==> src/rtl/gfx_mem_pkg.sv <==
// -----------------------------------------------------------------------------
// gfx_mem_pkg
// Shared definitions for the CPU/GPU work-RAM arbiter and the GPU/display MMIO
// register decoder:
//   - arb_state_t        : arbiter FSM states
//   - DEF_MEM_SIZE       : default work-RAM size in bytes (RAM window base 0)
//   - DEF_MMIO_SIZE      : default MMIO window size in bytes (placed after RAM)
//   - ERR_*              : bit positions inside the arbiter err_status vector
// -----------------------------------------------------------------------------
package gfx_mem_pkg;

    localparam int DEF_MEM_SIZE  = 24576;
    localparam int DEF_MMIO_SIZE = 512;

    localparam int ERR_W            = 3;
    localparam int ERR_CPU_RANGE    = 0;  // CPU address out of range or MMIO timeout
    localparam int ERR_GPU_RANGE    = 1;  // GPU address outside the RAM window
    localparam int ERR_GPU_OVERFLOW = 2;  // GPU pulse dropped, slot already full

    typedef enum logic [2:0] {
        ARB_IDLE,       // arbitrate between GPU slot and CPU request
        ARB_RAM_RD1,    // RAM is sampling the read address
        ARB_RAM_RD2,    // capture ram_rdata and complete
        ARB_MMIO_WAIT,  // hold the MMIO request until ready or timeout
        ARB_DONE        // issue the completion pulse
    } arb_state_t;

endpackage

==> src/rtl/cpu_gpu_mem_arbiter.sv <==
// -----------------------------------------------------------------------------
// cpu_gpu_mem_arbiter
// Shares one single-port synchronous work RAM between the picorv32 native
// memory port and the GPU read port. The GPU wins by default; a streak counter
// hands the RAM to a waiting CPU after GPU_MAX_STREAK consecutive GPU grants.
// CPU accesses above the RAM window go to a single MMIO port.
//
// Ports:
//   clk, resetn                     clock, asynchronous active-low reset
//   mem_valid/addr/wdata/wstrb      CPU request (wstrb == 0 means read)
//   mem_ready/mem_rdata             CPU one-cycle completion and read data
//   gpu_MemRead/gpu_MemAddr         GPU read request pulse and byte address
//   gpu_MemValid/gpu_MemData        GPU one-cycle completion and halfword
//   ram_en/we/addr/wdata, ram_rdata RAM macro port (read data one cycle later)
//   mmio_valid/addr/wdata/wstrb     MMIO request, addr is offset from MEM_SIZE
//   mmio_ready/mmio_rdata           MMIO completion and read data
//   err_status                      sticky error flags, cleared only by reset
// All outputs are registered.
// -----------------------------------------------------------------------------
module cpu_gpu_mem_arbiter
    import gfx_mem_pkg::*;
#(
    parameter int MEM_SIZE       = DEF_MEM_SIZE,
    parameter int MMIO_SIZE      = DEF_MMIO_SIZE,
    parameter int GPU_MAX_STREAK = 4,
    parameter int MMIO_TIMEOUT   = 255,
    parameter int RAM_AW         = $clog2(MEM_SIZE / 4)
) (
    input  logic              clk,
    input  logic              resetn,
    input  logic              mem_valid,
    input  logic [31:0]       mem_addr,
    input  logic [31:0]       mem_wdata,
    input  logic [3:0]        mem_wstrb,
    output logic              mem_ready,
    output logic [31:0]       mem_rdata,
    input  logic              gpu_MemRead,
    input  logic [31:0]       gpu_MemAddr,
    output logic [15:0]       gpu_MemData,
    output logic              gpu_MemValid,
    output logic              ram_en,
    output logic [3:0]        ram_we,
    output logic [RAM_AW-1:0] ram_addr,
    output logic [31:0]       ram_wdata,
    input  logic [31:0]       ram_rdata,
    output logic              mmio_valid,
    output logic [31:0]       mmio_addr,
    output logic [31:0]       mmio_wdata,
    output logic [3:0]        mmio_wstrb,
    input  logic              mmio_ready,
    input  logic [31:0]       mmio_rdata,
    output logic [ERR_W-1:0]  err_status
);

    localparam logic [31:0] RAM_END  = 32'(MEM_SIZE);
    localparam logic [31:0] MMIO_END = 32'(MEM_SIZE + MMIO_SIZE);
    localparam int          STREAK_W = $clog2(GPU_MAX_STREAK + 1);
    localparam int          TIMER_W  = $clog2(MMIO_TIMEOUT + 1);
    localparam logic [STREAK_W-1:0] STREAK_MAX = STREAK_W'(GPU_MAX_STREAK);
    localparam logic [TIMER_W-1:0]  TIMER_LAST = TIMER_W'(MMIO_TIMEOUT - 1);

    arb_state_t          state_q, state_d;
    logic                serve_gpu_q, serve_gpu_d;   // current access belongs to the GPU
    logic [31:0]         done_rdata_q, done_rdata_d; // CPU read data returned from DONE
    logic                gpu_pend_q, gpu_pend_d;
    logic [31:0]         gpu_addr_q, gpu_addr_d;
    logic [STREAK_W-1:0] streak_q, streak_d;
    logic [TIMER_W-1:0]  timer_q, timer_d;
    logic [ERR_W-1:0]    err_q, err_d;

    logic                mem_ready_q, mem_ready_d;
    logic [31:0]         mem_rdata_q, mem_rdata_d;
    logic [15:0]         gpu_data_q, gpu_data_d;
    logic                gpu_valid_q, gpu_valid_d;
    logic                ram_en_q, ram_en_d;
    logic [3:0]          ram_we_q, ram_we_d;
    logic [RAM_AW-1:0]   ram_addr_q, ram_addr_d;
    logic [31:0]         ram_wdata_q, ram_wdata_d;
    logic                mmio_valid_q, mmio_valid_d;
    logic [31:0]         mmio_addr_q, mmio_addr_d;
    logic [31:0]         mmio_wdata_q, mmio_wdata_d;
    logic [3:0]          mmio_wstrb_q, mmio_wstrb_d;

    logic cpu_req;
    logic cpu_in_ram;
    logic cpu_in_mmio;
    logic gpu_in_ram;

    // mem_ready_q is still high on the edge after a CPU completion, while the
    // CPU has not yet had a chance to drop or change mem_valid.
    assign cpu_req     = mem_valid && !mem_ready_q;
    assign cpu_in_ram  = mem_addr < RAM_END;
    assign cpu_in_mmio = !cpu_in_ram && (mem_addr < MMIO_END);
    assign gpu_in_ram  = gpu_addr_q < RAM_END;

    always_comb begin
        // NOTE: every _d starts from a default so no path leaves it unassigned,
        // which would otherwise infer a latch.
        state_d      = state_q;
        serve_gpu_d  = serve_gpu_q;
        done_rdata_d = done_rdata_q;
        gpu_pend_d   = gpu_pend_q;
        gpu_addr_d   = gpu_addr_q;
        streak_d     = mem_valid ? streak_q : '0;
        timer_d      = timer_q;
        err_d        = err_q;
        mem_ready_d  = 1'b0;
        mem_rdata_d  = mem_rdata_q;
        gpu_data_d   = gpu_data_q;
        gpu_valid_d  = 1'b0;
        ram_en_d     = 1'b0;
        ram_we_d     = 4'b0000;
        ram_addr_d   = ram_addr_q;
        ram_wdata_d  = ram_wdata_q;
        mmio_valid_d = mmio_valid_q;
        mmio_addr_d  = mmio_addr_q;
        mmio_wdata_d = mmio_wdata_q;
        mmio_wstrb_d = mmio_wstrb_q;

        unique case (state_q)
            ARB_IDLE: begin
                if (gpu_pend_q && !(cpu_req && streak_q == STREAK_MAX)) begin
                    serve_gpu_d = 1'b1;
                    if (mem_valid && streak_q != STREAK_MAX) begin
                        streak_d = streak_q + 1'b1;
                    end
                    if (gpu_in_ram) begin
                        ram_en_d   = 1'b1;
                        ram_addr_d = gpu_addr_q[RAM_AW+1:2];
                        state_d    = ARB_RAM_RD1;
                    end else begin
                        err_d[ERR_GPU_RANGE] = 1'b1;
                        state_d              = ARB_DONE;
                    end
                end else if (cpu_req) begin
                    serve_gpu_d  = 1'b0;
                    streak_d     = '0;
                    done_rdata_d = '0;
                    if (cpu_in_ram) begin
                        ram_en_d    = 1'b1;
                        ram_we_d    = mem_wstrb;
                        ram_addr_d  = mem_addr[RAM_AW+1:2];
                        ram_wdata_d = mem_wdata;
                        // Writes complete straight away; reads wait for the RAM.
                        state_d     = (mem_wstrb != 4'b0000) ? ARB_DONE : ARB_RAM_RD1;
                    end else if (cpu_in_mmio) begin
                        mmio_valid_d = 1'b1;
                        mmio_addr_d  = mem_addr - RAM_END;
                        mmio_wdata_d = mem_wdata;
                        mmio_wstrb_d = mem_wstrb;
                        timer_d      = '0;
                        state_d      = ARB_MMIO_WAIT;
                    end else begin
                        err_d[ERR_CPU_RANGE] = 1'b1;
                        state_d              = ARB_DONE;
                    end
                end
            end

            ARB_RAM_RD1: begin
                state_d = ARB_RAM_RD2;
            end

            ARB_RAM_RD2: begin
                if (serve_gpu_q) begin
                    gpu_valid_d = 1'b1;
                    gpu_data_d  = gpu_addr_q[1] ? ram_rdata[31:16] : ram_rdata[15:0];
                    gpu_pend_d  = 1'b0;
                end else begin
                    mem_ready_d = 1'b1;
                    mem_rdata_d = ram_rdata;
                end
                state_d = ARB_IDLE;
            end

            ARB_MMIO_WAIT: begin
                if (mmio_ready) begin
                    mmio_valid_d = 1'b0;
                    done_rdata_d = (mmio_wstrb_q == 4'b0000) ? mmio_rdata : '0;
                    state_d      = ARB_DONE;
                end else if (timer_q == TIMER_LAST) begin
                    // Force-complete so a dead MMIO target cannot hang the CPU.
                    mmio_valid_d         = 1'b0;
                    done_rdata_d         = '0;
                    err_d[ERR_CPU_RANGE] = 1'b1;
                    state_d              = ARB_DONE;
                end else begin
                    timer_d = timer_q + 1'b1;
                end
            end

            ARB_DONE: begin
                if (serve_gpu_q) begin
                    gpu_valid_d = 1'b1;
                    gpu_data_d  = '0;
                    gpu_pend_d  = 1'b0;
                end else begin
                    mem_ready_d = 1'b1;
                    mem_rdata_d = done_rdata_q;
                end
                state_d = ARB_IDLE;
            end

            default: begin
                state_d = ARB_IDLE;
            end
        endcase

        // gpu_pend_d already reflects a slot freed on this edge, so a pulse
        // coinciding with the completion refills the slot without overflow.
        if (gpu_MemRead) begin
            if (gpu_pend_d) begin
                err_d[ERR_GPU_OVERFLOW] = 1'b1;
            end else begin
                gpu_pend_d = 1'b1;
                gpu_addr_d = gpu_MemAddr;
            end
        end
    end

    // NOTE: sequential state uses non-blocking assignments only, so every flop
    // samples the values computed before the edge.
    always_ff @(posedge clk or negedge resetn) begin
        if (!resetn) begin
            state_q      <= ARB_IDLE;
            serve_gpu_q  <= 1'b0;
            done_rdata_q <= '0;
            gpu_pend_q   <= 1'b0;
            gpu_addr_q   <= '0;
            streak_q     <= '0;
            timer_q      <= '0;
            err_q        <= '0;
            mem_ready_q  <= 1'b0;
            mem_rdata_q  <= '0;
            gpu_data_q   <= '0;
            gpu_valid_q  <= 1'b0;
            ram_en_q     <= 1'b0;
            ram_we_q     <= 4'b0000;
            ram_addr_q   <= '0;
            ram_wdata_q  <= '0;
            mmio_valid_q <= 1'b0;
            mmio_addr_q  <= '0;
            mmio_wdata_q <= '0;
            mmio_wstrb_q <= 4'b0000;
        end else begin
            state_q      <= state_d;
            serve_gpu_q  <= serve_gpu_d;
            done_rdata_q <= done_rdata_d;
            gpu_pend_q   <= gpu_pend_d;
            gpu_addr_q   <= gpu_addr_d;
            streak_q     <= streak_d;
            timer_q      <= timer_d;
            err_q        <= err_d;
            mem_ready_q  <= mem_ready_d;
            mem_rdata_q  <= mem_rdata_d;
            gpu_data_q   <= gpu_data_d;
            gpu_valid_q  <= gpu_valid_d;
            ram_en_q     <= ram_en_d;
            ram_we_q     <= ram_we_d;
            ram_addr_q   <= ram_addr_d;
            ram_wdata_q  <= ram_wdata_d;
            mmio_valid_q <= mmio_valid_d;
            mmio_addr_q  <= mmio_addr_d;
            mmio_wdata_q <= mmio_wdata_d;
            mmio_wstrb_q <= mmio_wstrb_d;
        end
    end

    assign mem_ready    = mem_ready_q;
    assign mem_rdata    = mem_rdata_q;
    assign gpu_MemData  = gpu_data_q;
    assign gpu_MemValid = gpu_valid_q;
    assign ram_en       = ram_en_q;
    assign ram_we       = ram_we_q;
    assign ram_addr     = ram_addr_q;
    assign ram_wdata    = ram_wdata_q;
    assign mmio_valid   = mmio_valid_q;
    assign mmio_addr    = mmio_addr_q;
    assign mmio_wdata   = mmio_wdata_q;
    assign mmio_wstrb   = mmio_wstrb_q;
    assign err_status   = err_q;

endmodule
==> config.mk <==
export PLATFORM = sky130hd
export DESIGN_NAME = cpu_gpu_mem_arbiter
export DESIGN_NICKNAME = d
export VERILOG_FILES = /design/src/rtl/gfx_mem_pkg.sv /design/src/rtl/cpu_gpu_mem_arbiter.sv
export SDC_FILE = /design/constraint.sdc
export NUM_CORES = 1
export LEC_CHECK = 0
export ABC_AREA = 1
export ABC_CLOCK_PERIOD_IN_PS = 1600
export CELL_PAD_IN_SITES_DETAIL_PLACEMENT = 0
export CELL_PAD_IN_SITES_GLOBAL_PLACEMENT = 1
export CORE_MARGIN = 2
export CORE_UTILIZATION = 31
export DETAILED_ROUTE_END_ITERATION = 10
export PLACE_DENSITY_LB_ADDON = 0.1
export SLEW_MARGIN = 20
export SYNTH_ARGS = -nofsm -noshare
export SYNTH_HDL_FRONTEND = slang
export SYNTH_SLANG_ARGS = --single-unit
==> constraint.sdc <==
create_clock -name clk -period 1.6 [get_ports clk]
set_input_delay 0.24 -clock clk [delete_from_list [all_inputs] [get_ports clk]]
set_output_delay 0.24 -clock clk [all_outputs]
set_load 0.05 [all_outputs]
==> results of run 1 <==
==> layer usage <==
metal	GRT usage [%]	part of all wire, %
met1	24.5	43
met2	33.3	48
met3	5.34	7.7
met4	4.53	1.9
met5	0	0.036
==> per-stage QoR <==
stage	worst slack [ns]	utilization, %
floorplan	-0.0194	-
detailed placement	-0.569	43.4
global route	-0.194	47.9
CTS	-0.0628	46.7
finish	-0.0646	47.9
global placement	-0.580	43.4
==> state kept, by name, indices dropped and copies added (netlist names) <==
name          cells
gpu_addr_q       31
done_rdata_q     32
mmio_wdata       32
mmio_addr        32
mmio_valid        1
state_q           3
ram_en            1
mmio_wstrb        4
streak_q          3
mem_ready         1
ram_we            4
ram_addr         13
mem_rdata        32
gpu_pend_q        1
ram_wdata        32
gpu_MemData      16
gpu_MemValid      1
serve_gpu_q       1
err_status        3
timer_q           8
==> worst register-to-register path: cells and delay by family (launching register included) <==
family	cells	cell delay (ns)
buffers and inverters	4	0.46
adders and majority gates	1	0.16
and+or+nand+nor	8	0.58
DFF	1	0.35
==> cell type report <==
cell class	count	share of cell area [%]
sequential	251	38.1
timing repair buffer	452	25.3
multi-input combinational	811	24.4
clock buffer	42	5.13
tap	455	3.46
inverter	122	2.82
clock inverter	13	0.668
antenna	2	0.0304
==> power by group <==
| part | internal (W) | switching, W | leakage (nW) |
|---|---|---|---|
| Clock | 0.00384 | 0.00273 | 0.471 |
| Combinational | 0.00408 | 0.00749 | 4.58 |
| Sequential | 0.00783 | 0.000791 | 3.15 |
| Total | 0.0157 | 0.0110 | 8.20 |
==> repair_timing <==
item                                   4_1_cts  5_1_grt
endpoints found under the hold margin      251        0
pin swaps                                    5       15
hold buffers                                 1        0
buffers inserted                             8       11
cloned                                       1        4
gates resized for setup                     36       98
setup endpoints to repair                  163      214
==> synthesized netlist by cell type (2+ instances only) <==
cell / number
nand3_1: 106
dfrtp_1: 251
xor2_1: 4
o21bai_1: 3
nor2_2: 5
nand2_2: 3
nand4_1: 17
o21ai_0: 80
nor2_4: 2
clkbuf_1: 36
buf_2: 27
nand2_1: 351
o211ai_1: 17
a21oi_1: 17
clkbuf_2: 3
o21ai_1: 56
a31oi_1: 32
buf_4: 3
nor2_1: 102
nor3_1: 4
buf_6: 2
inv_1: 119
ha_1: 5
inv_2: 3
==> cells by family after synthesis <==
| family | synth area share, % |
|---|---|
| DFF | 58.3 |
| and+or+nand+nor | 22.8 |
| xor gates and xnor gates | 0.407 |
| adders and majority gates | 0.581 |
| buffers and inverters | 7.35 |
| AOI/OAI and AO/OA | 10.5 |
==> worst min-delay path by stage <==
stage | from | end | cells after the start
2_1_floorplan | resetn | done_rdata_q[0] | 0
3_3_place_gp | resetn | gpu_MemData[6] | 1
3_5_place_dp | resetn | mmio_addr[26] | 1
4_1_cts | resetn | mmio_addr[26] | 2
5_1_grt | resetn | mmio_addr[13] | 2
6_report | resetn | mmio_addr[26] | 2
==> summary.txt, run 1 <==
Outcome
  • Outcome: finished, violations left
  • Failing checks: setup timing

STA
  • Worst Clk Skew: 0.0287 ns
  • Rel. slew slack: 74.1%
  • Tmin final: 1.66 ns
  • Least-Margin Pin Slew: 0.389 ns
  • Fin crit share: 104%
  • Final Max Slew Viols: 0
  • RSZ-0062 raised after global routing: yes
  • Final worst setup slack: -0.0646 ns
  • Setup violators final: 77
  • Final hold slack: roughly 0.15 ns
  • Final Hold Fails: 0
  • TNS Setup: -2.15 ns
  • FMAX: around 0.6 GHz

Setup path
  • R2r setup slk: -0.06 ns
  • CP Buf/Inv Count: 4
  • Critical path launch point type: register
  • Cells along the critical path: inv_2, ha_4, nand2_4, inv_2, nand2_2, nand2_4, nand2_4, nor2_4, nand2_4, clkinvlp_4, buf_8, nand2_2, nand2_2
  • CP required: 2.05 ns
  • FF-to-FF End: mmio_addr[7]
  • Worst r2r src: streak_q[0]
  • Worst setup startpoint: streak_q[0]
  • Crit. End Element: register
  • CP delay by family, top: simple AND/OR/NAND/NOR gates
  • Crit path depth: 13
  • Crit-path max FO: 7
  • Setup CP Type: reg -> reg
  • CP max stage cell: dfrtp_1
  • CP max stage delay: 0.35 ns
  • Path depth of the worst reg2reg path: 13
  • CP most frequent cell: nand2_4
  • Arr. time, crit path: 2.11 ns
  • Setup crit end: mmio_addr[7]

Yosys
  • Synthesized area: approximately 11,000 um^2
  • Net Count, Synth: 1,430
  • Synth Flop Type: dfrtp_1
  • Number of synthesized flops with an enable pin: 0
  • Yosys top cell by area: dfrtp_1
  • Sequential element share of the synthesized area: between 50% and 60%
  • Yosys Warn Count: 0
  • Synthesized flop and latch total: 251
  • Mapped Cells: around 1,300
  • Avg Inst Size Synth: 8.58 um^2
  • Yosys cell types: 32
  • Asr flop ratio synth: 100%
  • Synth area leaders: dfrtp_1 (58%), nand2_1 (12%), nand3_1 (4.9%)
  • Share of the synthesized area in the top cell type: between 50% and 60%

Floorplanning
  • Core area: between 30,000 and 40,000 um^2
  • Row count: a little under 70
  • # IOs: 341
  • Starting Density: 31.3%
  • Die Span X: 190 um
  • Chip height: 190 um
  • Total die area: 36,300 um^2

Detailed routing
  • Via-to-Cell Ratio: around 4.6
  • DR vias: 9,792
  • Avg WL per Cell: between 15 and 20 um
  • Drt total wl: ~36,000 um
  • DR iter-0 viols: 491
  • Final ANT Viol Nets: 0
  • Residual DRC count: 0
  • TritonRoute pass-1 iters: 4

Power and ir drop
  • Static leakage: 8.20 nW
  • Total power: 0.0268 W
  • Cell area power density: ~1600 nW/um^2
  • VDD IR max: 1180 uV

Layout
  • Filler cell count: 3,461
  • Multi-input gate area: 4020 um^2
  • Most common cell after layout, fill and taps aside: nand2_1
  • Fin area: 16,500 um^2
  • Fin nets: ~1,800
  • Share of cells above drive strength 1: 25.0%
  • Syn-to-layout area delta: 53.0%
  • Non-filler cells, final: about 2,100
  • Most frequent cells in the layout: nand2_1 (326), dfrtp_1 (249), buf_4 (248), clkdlybuf4s50_1 (166), inv_1 (111)
  • FF/Latch Area: 6280 um^2

Global route
  • Remaining Overflow, GRT: 0
  • Largest net degree at the start of global routing: 70
  • First-pass GRT wire length: approximately 56,000 um
  • Antenna violations before repair: 3
  • Vias in the first global route: 9,907
  • All-Layer GR Usage: 19.5%

Clocking
  • Clock root cell: clkbuf_16
  • Clock Path Buffers: 3
  • Clock transition at path regs: around 0.06 ns
  • Clk sinks: 251
  • Total CTS buffers: 30
  • TritonCTS clock tree: yes
  • H-tree Lvls: 1
  • Worst skew pair latency: 0.57 ns

Place
  • Placer congestion estimate: 0.822
  • Placed Cells: 2,066
  • Hpwl dp: 26,000 um
  • Port Buffers: 339
  • Area after DPL: 14,900 um^2

Min path
  • Hold crit path type: in -> async

Run
  • Number of max-cap violations: 0
Power figures use the tool's default switching activity.
==> run 2: changes to the inputs <==
--- a/config.mk
+++ b/config.mk
@@ -7,6 +7,7 @@
 export LEC_CHECK = 0
 export ABC_AREA = 1
 export ABC_CLOCK_PERIOD_IN_PS = 1600
+export CAP_MARGIN = 20
 export CELL_PAD_IN_SITES_DETAIL_PLACEMENT = 0
 export CELL_PAD_IN_SITES_GLOBAL_PLACEMENT = 1
 export CORE_MARGIN = 2
==> results of run 2 <==
Same layout as run 1: the final DEF is identical, and so are final timing and power.
